$ cat config.mk
export PLATFORM = sky130hd
export DESIGN_NAME = mod_exp_engine_flat
export DESIGN_NICKNAME = d
export VERILOG_FILES = /design/src/rtl/mod_exp_engine_if.sv /design/src/rtl/mod_exp_engine.sv /design/src/flat_wrapper.sv
export SDC_FILE = /design/constraint.sdc
export NUM_CORES = 1
export LEC_CHECK = 0
export ABC_AREA = 1
export BUFFER_PORTS_ARGS = -buffer_cell sky130_fd_sc_hd__buf_2
export CAP_MARGIN = 15
export CELL_PAD_IN_SITES_DETAIL_PLACEMENT = 2
export CELL_PAD_IN_SITES_GLOBAL_PLACEMENT = 2
export CORE_MARGIN = 2
export CORE_UTILIZATION = 36
export DETAILED_ROUTE_END_ITERATION = 16
export PLACE_DENSITY_LB_ADDON = 0.2
export SYNTH_ARGS = -nofsm -noshare
export SYNTH_HDL_FRONTEND = slang
export SYNTH_SLANG_ARGS = --single-unit
export TNS_END_PERCENT = 50
$ cat constraint.sdc
create_clock -name clk_in -period 7.7 [get_ports clk_in]
set_input_delay 0.77 -clock clk_in [delete_from_list [all_inputs] [get_ports clk_in]]
set_output_delay 0.77 -clock clk_in [all_outputs]
set_load 0.02 [all_outputs]
$ cat src/rtl/mod_exp_engine_if.sv
// Request/response bundle for the modular-exponentiation core.
// The slave side is the core; the master side is the requester/consumer.
interface mod_exp_engine_if #(
   parameter int WIDTH = 11
);
   logic             in_valid;
   logic             in_ready;
   logic             mode_in;
   logic [WIDTH-1:0] message;
   logic [WIDTH-1:0] public_key;
   logic [WIDTH-1:0] private_key;
   logic [WIDTH-1:0] modulus;
   logic             out_valid;
   logic             out_ready;
   logic [WIDTH-1:0] line_out;
   logic             err_out;
   logic             busy;

   modport slave (
      input  in_valid, mode_in, message, public_key, private_key, modulus, out_ready,
      output in_ready, out_valid, line_out, err_out, busy
   );

   modport master (
      output in_valid, mode_in, message, public_key, private_key, modulus, out_ready,
      input  in_ready, out_valid, line_out, err_out, busy
   );
endinterface

$ cat src/rtl/mod_exp_engine.sv
// Sequential modular exponentiation (right-to-left square-and-multiply) built from
// two shift-add modular multipliers sharing one multiplier bit stream.
module mod_exp_engine #(
   parameter int WIDTH = 11
) (
   input  logic              clk_in,
   input  logic              rst_in,
   mod_exp_engine_if.slave   bus
);
   localparam int IW = (WIDTH > 1) ? $clog2(WIDTH) : 1;

   typedef enum logic [2:0] {
      S_IDLE,
      S_CHECK,
      S_MUL,
      S_STEP,
      S_DONE
   } state_t;

   state_t           r_state;
   logic [WIDTH-1:0] r_msg;
   logic [WIDTH-1:0] r_key;
   logic [WIDTH-1:0] r_n;
   logic [WIDTH-1:0] r_r;
   logic [WIDTH-1:0] r_b;
   logic [WIDTH-1:0] r_pr;
   logic [WIDTH-1:0] r_ps;
   logic [IW-1:0]    r_bit;
   logic [IW-1:0]    r_idx;
   logic             r_in_ready;
   logic             r_out_valid;
   logic [WIDTH-1:0] r_line;
   logic             r_err;
   logic             r_busy;

   logic [WIDTH-1:0] w_pr_next;
   logic [WIDTH-1:0] w_ps_next;
   logic [WIDTH-1:0] w_r_next;

   // One MSB-first shift-add step: p < n and add < n, so 2p+add < 3n fits in WIDTH+2 bits
   // and two conditional subtractions bring it back below n.
   function automatic logic [WIDTH-1:0] mod_acc(input logic [WIDTH-1:0] p,
                                                input logic [WIDTH-1:0] add,
                                                input logic [WIDTH-1:0] n);
      logic [WIDTH+1:0] s;
      s = {1'b0, p, 1'b0} + {2'b00, add};
      if (s >= {2'b00, n}) s = s - {2'b00, n};
      if (s >= {2'b00, n}) s = s - {2'b00, n};
      return s[WIDTH-1:0];
   endfunction

   always_comb begin
      // NOTE: every combinational output gets a default first so no path can infer a latch.
      w_pr_next = '0;
      w_ps_next = '0;
      w_pr_next = mod_acc(r_pr, r_b[r_bit] ? r_r : '0, r_n);
      w_ps_next = mod_acc(r_ps, r_b[r_bit] ? r_b : '0, r_n);
   end

   assign w_r_next = r_key[r_idx] ? r_pr : r_r;

   // NOTE: only control state is reset; datapath registers are always loaded before being read.
   always_ff @(posedge clk_in) begin
      if (rst_in) begin
         r_state     <= S_IDLE;
         r_in_ready  <= 1'b1;
         r_out_valid <= 1'b0;
         r_line      <= '0;
         r_err       <= 1'b0;
         r_busy      <= 1'b0;
      end else begin
         case (r_state)
            S_IDLE: begin
               if (bus.in_valid) begin
                  r_msg      <= bus.message;
                  r_n        <= bus.modulus;
                  r_key      <= bus.mode_in ? bus.public_key : bus.private_key;
                  r_in_ready <= 1'b0;
                  r_busy     <= 1'b1;
                  r_state    <= S_CHECK;
               end
            end
            S_CHECK: begin
               if ((r_n < WIDTH'(2)) || (r_msg >= r_n)) begin
                  r_line      <= '0;
                  r_err       <= 1'b1;
                  r_out_valid <= 1'b1;
                  r_state     <= S_DONE;
               end else begin
                  r_r     <= WIDTH'(1);
                  r_b     <= r_msg;
                  r_pr    <= '0;
                  r_ps    <= '0;
                  r_idx   <= '0;
                  r_bit   <= IW'(WIDTH-1);
                  r_err   <= 1'b0;
                  r_state <= S_MUL;
               end
            end
            S_MUL: begin
               r_pr <= w_pr_next;
               r_ps <= w_ps_next;
               if (r_bit == '0) r_state <= S_STEP;
               else             r_bit   <= r_bit - IW'(1);
            end
            S_STEP: begin
               r_r   <= w_r_next;
               r_b   <= r_ps;
               r_pr  <= '0;
               r_ps  <= '0;
               r_bit <= IW'(WIDTH-1);
               if (r_idx == IW'(WIDTH-1)) begin
                  r_line      <= w_r_next;
                  r_out_valid <= 1'b1;
                  r_state     <= S_DONE;
               end else begin
                  r_idx   <= r_idx + IW'(1);
                  r_state <= S_MUL;
               end
            end
            S_DONE: begin
               // in_ready rises only after the output handshake, so a request arriving
               // alongside out_ready waits one more cycle.
               if (bus.out_ready) begin
                  r_out_valid <= 1'b0;
                  r_in_ready  <= 1'b1;
                  r_busy      <= 1'b0;
                  r_state     <= S_IDLE;
               end
            end
            default: begin
               r_out_valid <= 1'b0;
               r_in_ready  <= 1'b1;
               r_busy      <= 1'b0;
               r_state     <= S_IDLE;
            end
         endcase
      end
   end

   assign bus.in_ready  = r_in_ready;
   assign bus.out_valid = r_out_valid;
   assign bus.line_out  = r_line;
   assign bus.err_out   = r_err;
   assign bus.busy      = r_busy;
endmodule

$ cat src/flat_wrapper.sv
// flat-port wrapper written by rule: the top's interface ports become plain ports
module mod_exp_engine_flat 
#(
   parameter int WIDTH = 11
)
  (clk_in, rst_in, bus_in_valid, bus_mode_in, bus_message, bus_public_key, bus_private_key, bus_modulus, bus_out_ready, bus_in_ready, bus_out_valid, bus_line_out, bus_err_out, bus_busy);
  mod_exp_engine_if #(.WIDTH(WIDTH)) bus_i ();
  input  logic clk_in;
  input  logic rst_in;
  input wire logic [$bits(bus_i.in_valid)-1:0] bus_in_valid;
  input wire logic [$bits(bus_i.mode_in)-1:0] bus_mode_in;
  input wire logic [$bits(bus_i.message)-1:0] bus_message;
  input wire logic [$bits(bus_i.public_key)-1:0] bus_public_key;
  input wire logic [$bits(bus_i.private_key)-1:0] bus_private_key;
  input wire logic [$bits(bus_i.modulus)-1:0] bus_modulus;
  input wire logic [$bits(bus_i.out_ready)-1:0] bus_out_ready;
  output wire logic [$bits(bus_i.in_ready)-1:0] bus_in_ready;
  output wire logic [$bits(bus_i.out_valid)-1:0] bus_out_valid;
  output wire logic [$bits(bus_i.line_out)-1:0] bus_line_out;
  output wire logic [$bits(bus_i.err_out)-1:0] bus_err_out;
  output wire logic [$bits(bus_i.busy)-1:0] bus_busy;
  assign bus_i.in_valid = bus_in_valid;
  assign bus_i.mode_in = bus_mode_in;
  assign bus_i.message = bus_message;
  assign bus_i.public_key = bus_public_key;
  assign bus_i.private_key = bus_private_key;
  assign bus_i.modulus = bus_modulus;
  assign bus_i.out_ready = bus_out_ready;
  assign bus_in_ready = bus_i.in_ready;
  assign bus_out_valid = bus_i.out_valid;
  assign bus_line_out = bus_i.line_out;
  assign bus_err_out = bus_i.err_out;
  assign bus_busy = bus_i.busy;
  mod_exp_engine #(.WIDTH(WIDTH)) u_core (.clk_in(clk_in), .rst_in(rst_in), .bus(bus_i));
endmodule
Yosys cells after proc, flatten, opt, wreduce, memory -nomap -nowiden
Cells that the tools add are included.

Div/mod/pow operators: 0. Equal/unequal tests: 13. Multipliers: 0. Add/subtract/negate cells: 8. Bitwise gates (word level): 3. Reduce and logical (&&, ||, !) cells: 16. Muxes and demuxes: 44. Shifts and indexed selects: 0. Order comparisons: 8.

Operators with widths (number): $mux W11 (11); $pmux W11 S2 (3); $pmux W11 S3 (2); $ge A13 B11 Y1 (4); $add A12 B11 Y13 (2); $mux W13 (2); $sub A13 B11 Y13 (2); $sub A11 B11 Y11 (2); $reduce_and A3 Y1 (6); $mux W4 (4); $mux W3 (5); $pmux W3 S5 (1); $pmux W4 S3 (1); $reduce_and A4 Y1 (3); $ge A11 B11 Y1 (1); $lt A11 B2 Y1 const B (1); $lt A4 B5 Y1 const B (2); $ne A2 B2 Y1 const B (5); $mux W1 (9); $bmux W1 S4 (2); $pmux W4 S2 (1); $eq A3 B2 Y1 const B (2); $ne A2 B1 Y1 const B (3); $pmux W1 S3 (2); other kinds (14) (16).

RAM bits: 0. Bits in latches: 0. Memories: 0. Output and inout port bits: 15. Register bits after elaboration: 103. Input port bits: 49. Memory bits (read-only): 0.

Longest topological paths before layout
Depth in word-level cells: 9. Mapped depth: 44.

Worst setup path before layout
No wires, ideal clock.

Kind: reg2reg. Start point: register u_core.r_bit[0]. End point: register u_core.r_ps[1] (data pin). Required time: 7.447 ns. Data arrival time: 5.653 ns. Stages on the path, launching flop included: 40. Setup slack: 1.793 ns. Library setup time: 0.253 ns. Cells stage by stage: edfxtp_1 > clkbuf_1 > a21oi_1 > o21ai_0 > o31ai_1 > nand3_1 > nand2_1 > clkinv_1 > clkbuf_1 > nor2_1 > ha_1 > nand2_1 > nand2_1 > o21bai_1 > a21oi_1 > o21ai_0 > xor2_1 > ha_1 > [... 4 more ...] > o2111ai_4 > buf_2 > o21ai_0 > inv_1 > ha_1 > a21oi_1 > o21ai_0 > nand2_1 > nand3_1 > nand2_1 > nand2_1 > nand2_1 > nand3_1 > a21oi_4 > nand3_4 > buf_6 > nor2_1 > nor2_1.

Word-level cells in the longest chain between the ends: 9. Elaborated cells between the ends (all ways): 11. Classes of those cells: add/sub (3); order compare (2); mux (6).

Ends and longest elaborated chain: start, declared (line mod_exp_engine.sv:28) `logic [IW-1:0] r_bit;`; start signal, assigned (line mod_exp_engine.sv:95) `r_bit <= IW'(WIDTH-1);`; start signal, assigned (line mod_exp_engine.sv:104) `else r_bit <= r_bit - IW'(1);`; start signal, assigned (line mod_exp_engine.sv:111) `r_bit <= IW'(WIDTH-1);`; $bmux W1 S4 (*) (line mod_exp_engine.sv:57) `w_ps_next = mod_acc(r_ps, r_b[r_bit] ? r_b : '0, r_n);`; $mux W1 (not written as such) (*) (line mod_exp_engine.sv:57); $mux W11 (*) (line mod_exp_engine.sv:57); $add A12 B11 Y13 (*) (line mod_exp_engine.sv:46) `s = {1'b0, p, 1'b0} + {2'b00, add};`; $sub A13 B11 Y13 or $ge A13 B11 Y1 (tied branches) (line mod_exp_engine.sv:47) `if (s >= {2'b00, n}) s = s - {2'b00, n};`; $mux W13 (*) (line mod_exp_engine.sv:47); $sub A11 B11 Y11 or $ge A13 B11 Y1 (tied branches) (line mod_exp_engine.sv:48) `if (s >= {2'b00, n}) s = s - {2'b00, n};`; $mux W11 (*) (line mod_exp_engine.sv:48); $pmux W11 S3 (*) (line mod_exp_engine.sv:72) `case (r_state)`; end signal, assigned (line mod_exp_engine.sv:102) `r_ps <= w_ps_next;`; end, declared (line mod_exp_engine.sv:27) `logic [WIDTH-1:0] r_ps;`.

Every way passes the cells marked *; elsewhere a longest branch is shown, timed or not. The select of a mux whose other input is x is not followed. A chain may end at the register's enable or synchronous reset.

Worst setup path in the final report
Start point: register u_core.r_bit[0]. End point: register u_core.r_ps[9] (data pin).

The elaborated chain is that of the path after synthesis.

==> flow_summary.json <==
{
  "cts.clk_slew.worst_paths_ps": 80,
  "regArea_mm2": 0.00291,
  "cts_root_buf": "clkbuf_16",
  "yosysWarningCount": 0,
  "rsz_0062_raised_after_global_routing": "no",
  "top_cell_type_by_total_area_after_synthesis": "edfxtp_1",
  "antenna_nets_post_route": 0,
  "post_cts_setup_buffer_count": 0,
  "synth.top_cell.area_share_pct": 30.2,
  "tritoncts.num_buffers": 9,
  "core_region_mm2": 0.0233,
  "first_iter_violations": 424,
  "drive_gt1_share_pct": 11.8,
  "relSlewSlack_pct": 27.1,
  "type_of_destination_of_the_critical_path": "flop",
  "vias_in_the_first_global_route": 8282,
  "cpLargestDelayFamily": "simple AND/OR/NAND/NOR gates",
  "ys_seq_elements": 103,
  "cp_data_arrival_time_ps": 7180,
  "total_die_area_mm2": 0.0247,
  "post_synth_instance_area_mm2": 0.00844,
  "timing.critical_path.buf_inv": 5,
  "clock_tree.buffer_depth": 2,
  "synthDistinctLibCells": 50,
  "io_pins": 64,
  "outcome": "completed",
  "finClkSkew_ps": 12.1,
  "crit_path_max_fanout": 18,
  "grtUsageTotal_pct": 24.1,
  "cpMostUsedCell": "nand2_1",
  "critical_path.max_stage_delay_ps": 590,
  "die_h_um": 157,
  "worstSetupStartpointType": "flop",
  "routed_via_density": 5.07,
  "synth_edf_count": 85,
  "num_antenna_cells": 0,
  "critPathSlowestCell": "edfxtp_1",
  "post_synth_fa_ha_maj_area_fraction_pct": 13.0,
  "max_capacitance_violation_total": 0,
  "setup_violations": 0,
  "mappedNetlistNets": 1242,
  "synthMostInstantiatedCell": "nand2_1",
  "htree_num_levels": 3,
  "finalCriticalPeriod_ps": 7070,
  "post_synth_and_or_nand_nor_area_fraction_pct": 23.6,
  "antenna_found_initial": 0,
  "drt_pre_antenna_iters": 4,
  "layout.filler_cells": 2743,
  "post-route-period-util_pct": 91.8,
  "drv_slew": 0,
  "synth_top_family_by_area": "simple AND/OR/NAND/NOR gates",
  "synth_xor_area_share_pct": 5.50,
  "postSynthCellCount": 1109,
  "place_congestion": 0.839,
  "post_cts_hold_buffer_count": 0,
  "max_freq_ghz": 0.142,
  "ys_dominant_reg_cell": "edfxtp_1",
  "cts-resized-gates": 0,
  "worstSkewPairLatency_ps": 370,
  "finalHoldViolations": 0,
  "drcViolationCount": 0,
  "synthTopCellsByCount": "nand2_1, inv_1, nor2_1",
  "std_cell_rows": 56,
  "detailedPlacementHpwl_um": 23200,
  "globalRoute.totalOverflow": 0,
  "buffer_ports.inserted": 63,
  "area_delta_synth_final_pct": 11.6,
  "timing.setup.tns_ps": 0,
  "multiplexer_fraction_of_the_synthesized_cell_area_pct": 1.47,
  "worst_max_slew_pin_slew_ps": 1090,
  "synthArstFlopShare_pct": 0,
  "final_net_count": 1305,
  "tritoncts": "done",
  "fp.dieW_um": 157,
  "worst_hold_path_type": "flop to flop",
  "multiInputGateArea_mm2": 0.00477,
  "syn_area_per_cell_um2": 7.61,
  "start_util_pct": 36.3,
  "avgRoutedWirePerCell_um": 19.1,
  "synth_sequential_area_ratio_pct": 34.5,
  "totalWireLength_um": 28600,
  "vias": 7592,
  "ys_top_cells_by_area": "edfxtp_1, ha_1, nand2_1",
  "worst_ep_required_time_ps": 7820,
  "cts_num_sinks": 103,
  "maximum_number_of_pins_on_one_net_before_global_route_repair": 34,
  "grt_pass1_wl_um": 45500,
  "crit_path_class": "flop to flop",
  "synth_compound_gate_area_share_pct": 12.7
}
[kinds of logic after synthesis]
kind of cell,Yosys count
AO/OA/AOI/OAI,183
XOR/XNOR,53
adder cells (fa/ha/maj),84
buffers and inverters,200
flip-flops,103
multiplexers,11
AND/OR/NAND/NOR,475
[per-stage QoR]
step / utilization, % / worst slack [ps] / cell area [µm²] / std cells / hold slack (ps)
6_report: 40.5 / 635 / 9420 / 1496 / 446
5_1_grt: 40.5 / 4.06 / 9420 / 1496 / 478
4_1_cts: 40.5 / 495 / 9410 / 1496 / 453
3_5_place_dp: 39.3 / 526 / 9130 / 1480 / 440
3_3_place_gp: 39.3 / 945 / 9130 / 1480 / 428
2_1_floorplan: - / 1790 / 8440 / 1109 / 513
[worst reg2reg max path: cells and delay by family (launching register included)]
kind,cells,cell delay (ps)
simple gates,16,2050
buf+inv,5,710
xor+xnor,1,360
compound gates,7,1790
fa+ha+maj,4,1330
flops,1,590
[per-layer routing]
layer  track usage, %  part of all wire [%]  vias up
li1                 -                     -     3772
met3             2.78                   2.4       26
met4             6.02                   2.1        0
met2             41.7                    48       87
met5                0                     0        -
met1             32.0                    47     3707
[final timing paths]
path / cells past startpoint / endpoint / slack [ps] / start
worst min register to register: 2 / u_core.bus.busy$_SDFFE_PP0P_ / 450 / u_core.bus.busy$_SDFFE_PP0P_
worst max register to register: 33 / u_core.r_ps[9]$_SDFFCE_PN0P_ / 630 / u_core.r_bit[0]$_SDFFCE_PN0P_
worst max-delay path: 33 / u_core.r_ps[9]$_SDFFCE_PN0P_ / 630 / u_core.r_bit[0]$_SDFFCE_PN0P_
worst min-delay path: 2 / u_core.bus.busy$_SDFFE_PP0P_ / 450 / u_core.bus.busy$_SDFFE_PP0P_
[layout by cell type, fill, tap and decap left out, types with 25 or more instances in the layout]
cell / n
nor2_1: 119
o21ai_0: 60
inv_1: 175
buf_2: 63
edfxtp_1: 85
a21oi_1: 67
xor2_1: 28
nand2_1: 255
nand3_1: 49
ha_1: 78
xnor2_1: 25
[final cells by class]
| type | instances | area share, % |
|---|---|---|
| clock buffer | 10 | 2.43 |
| clock inverter | 6 | 0.531 |
| inverter | 182 | 7.28 |
| multi-input combinational | 806 | 50.7 |
| sequential | 103 | 30.9 |
| tap | 319 | 4.24 |
| timing repair buffer | 70 | 3.91 |
[sequential cells by signal, indices dropped and copies added, names as in the netlist]
signal,count
u_core.bus.err_out,1
u_core.bus.busy,1
u_core.r_r,11
u_core.r_pr,11
u_core.r_msg,11
u_core.bus.line_out,11
u_core.r_idx,4
u_core.r_ps,11
u_core.bus.out_valid,1
u_core.r_b,11
u_core.r_bit,4
u_core.r_n,11
u_core.r_state,3
u_core.bus.in_ready,1
u_core.r_key,11
Power is not shown: default switching activity piles up to over one toggle a cycle in this logic, so the estimate is an artifact.
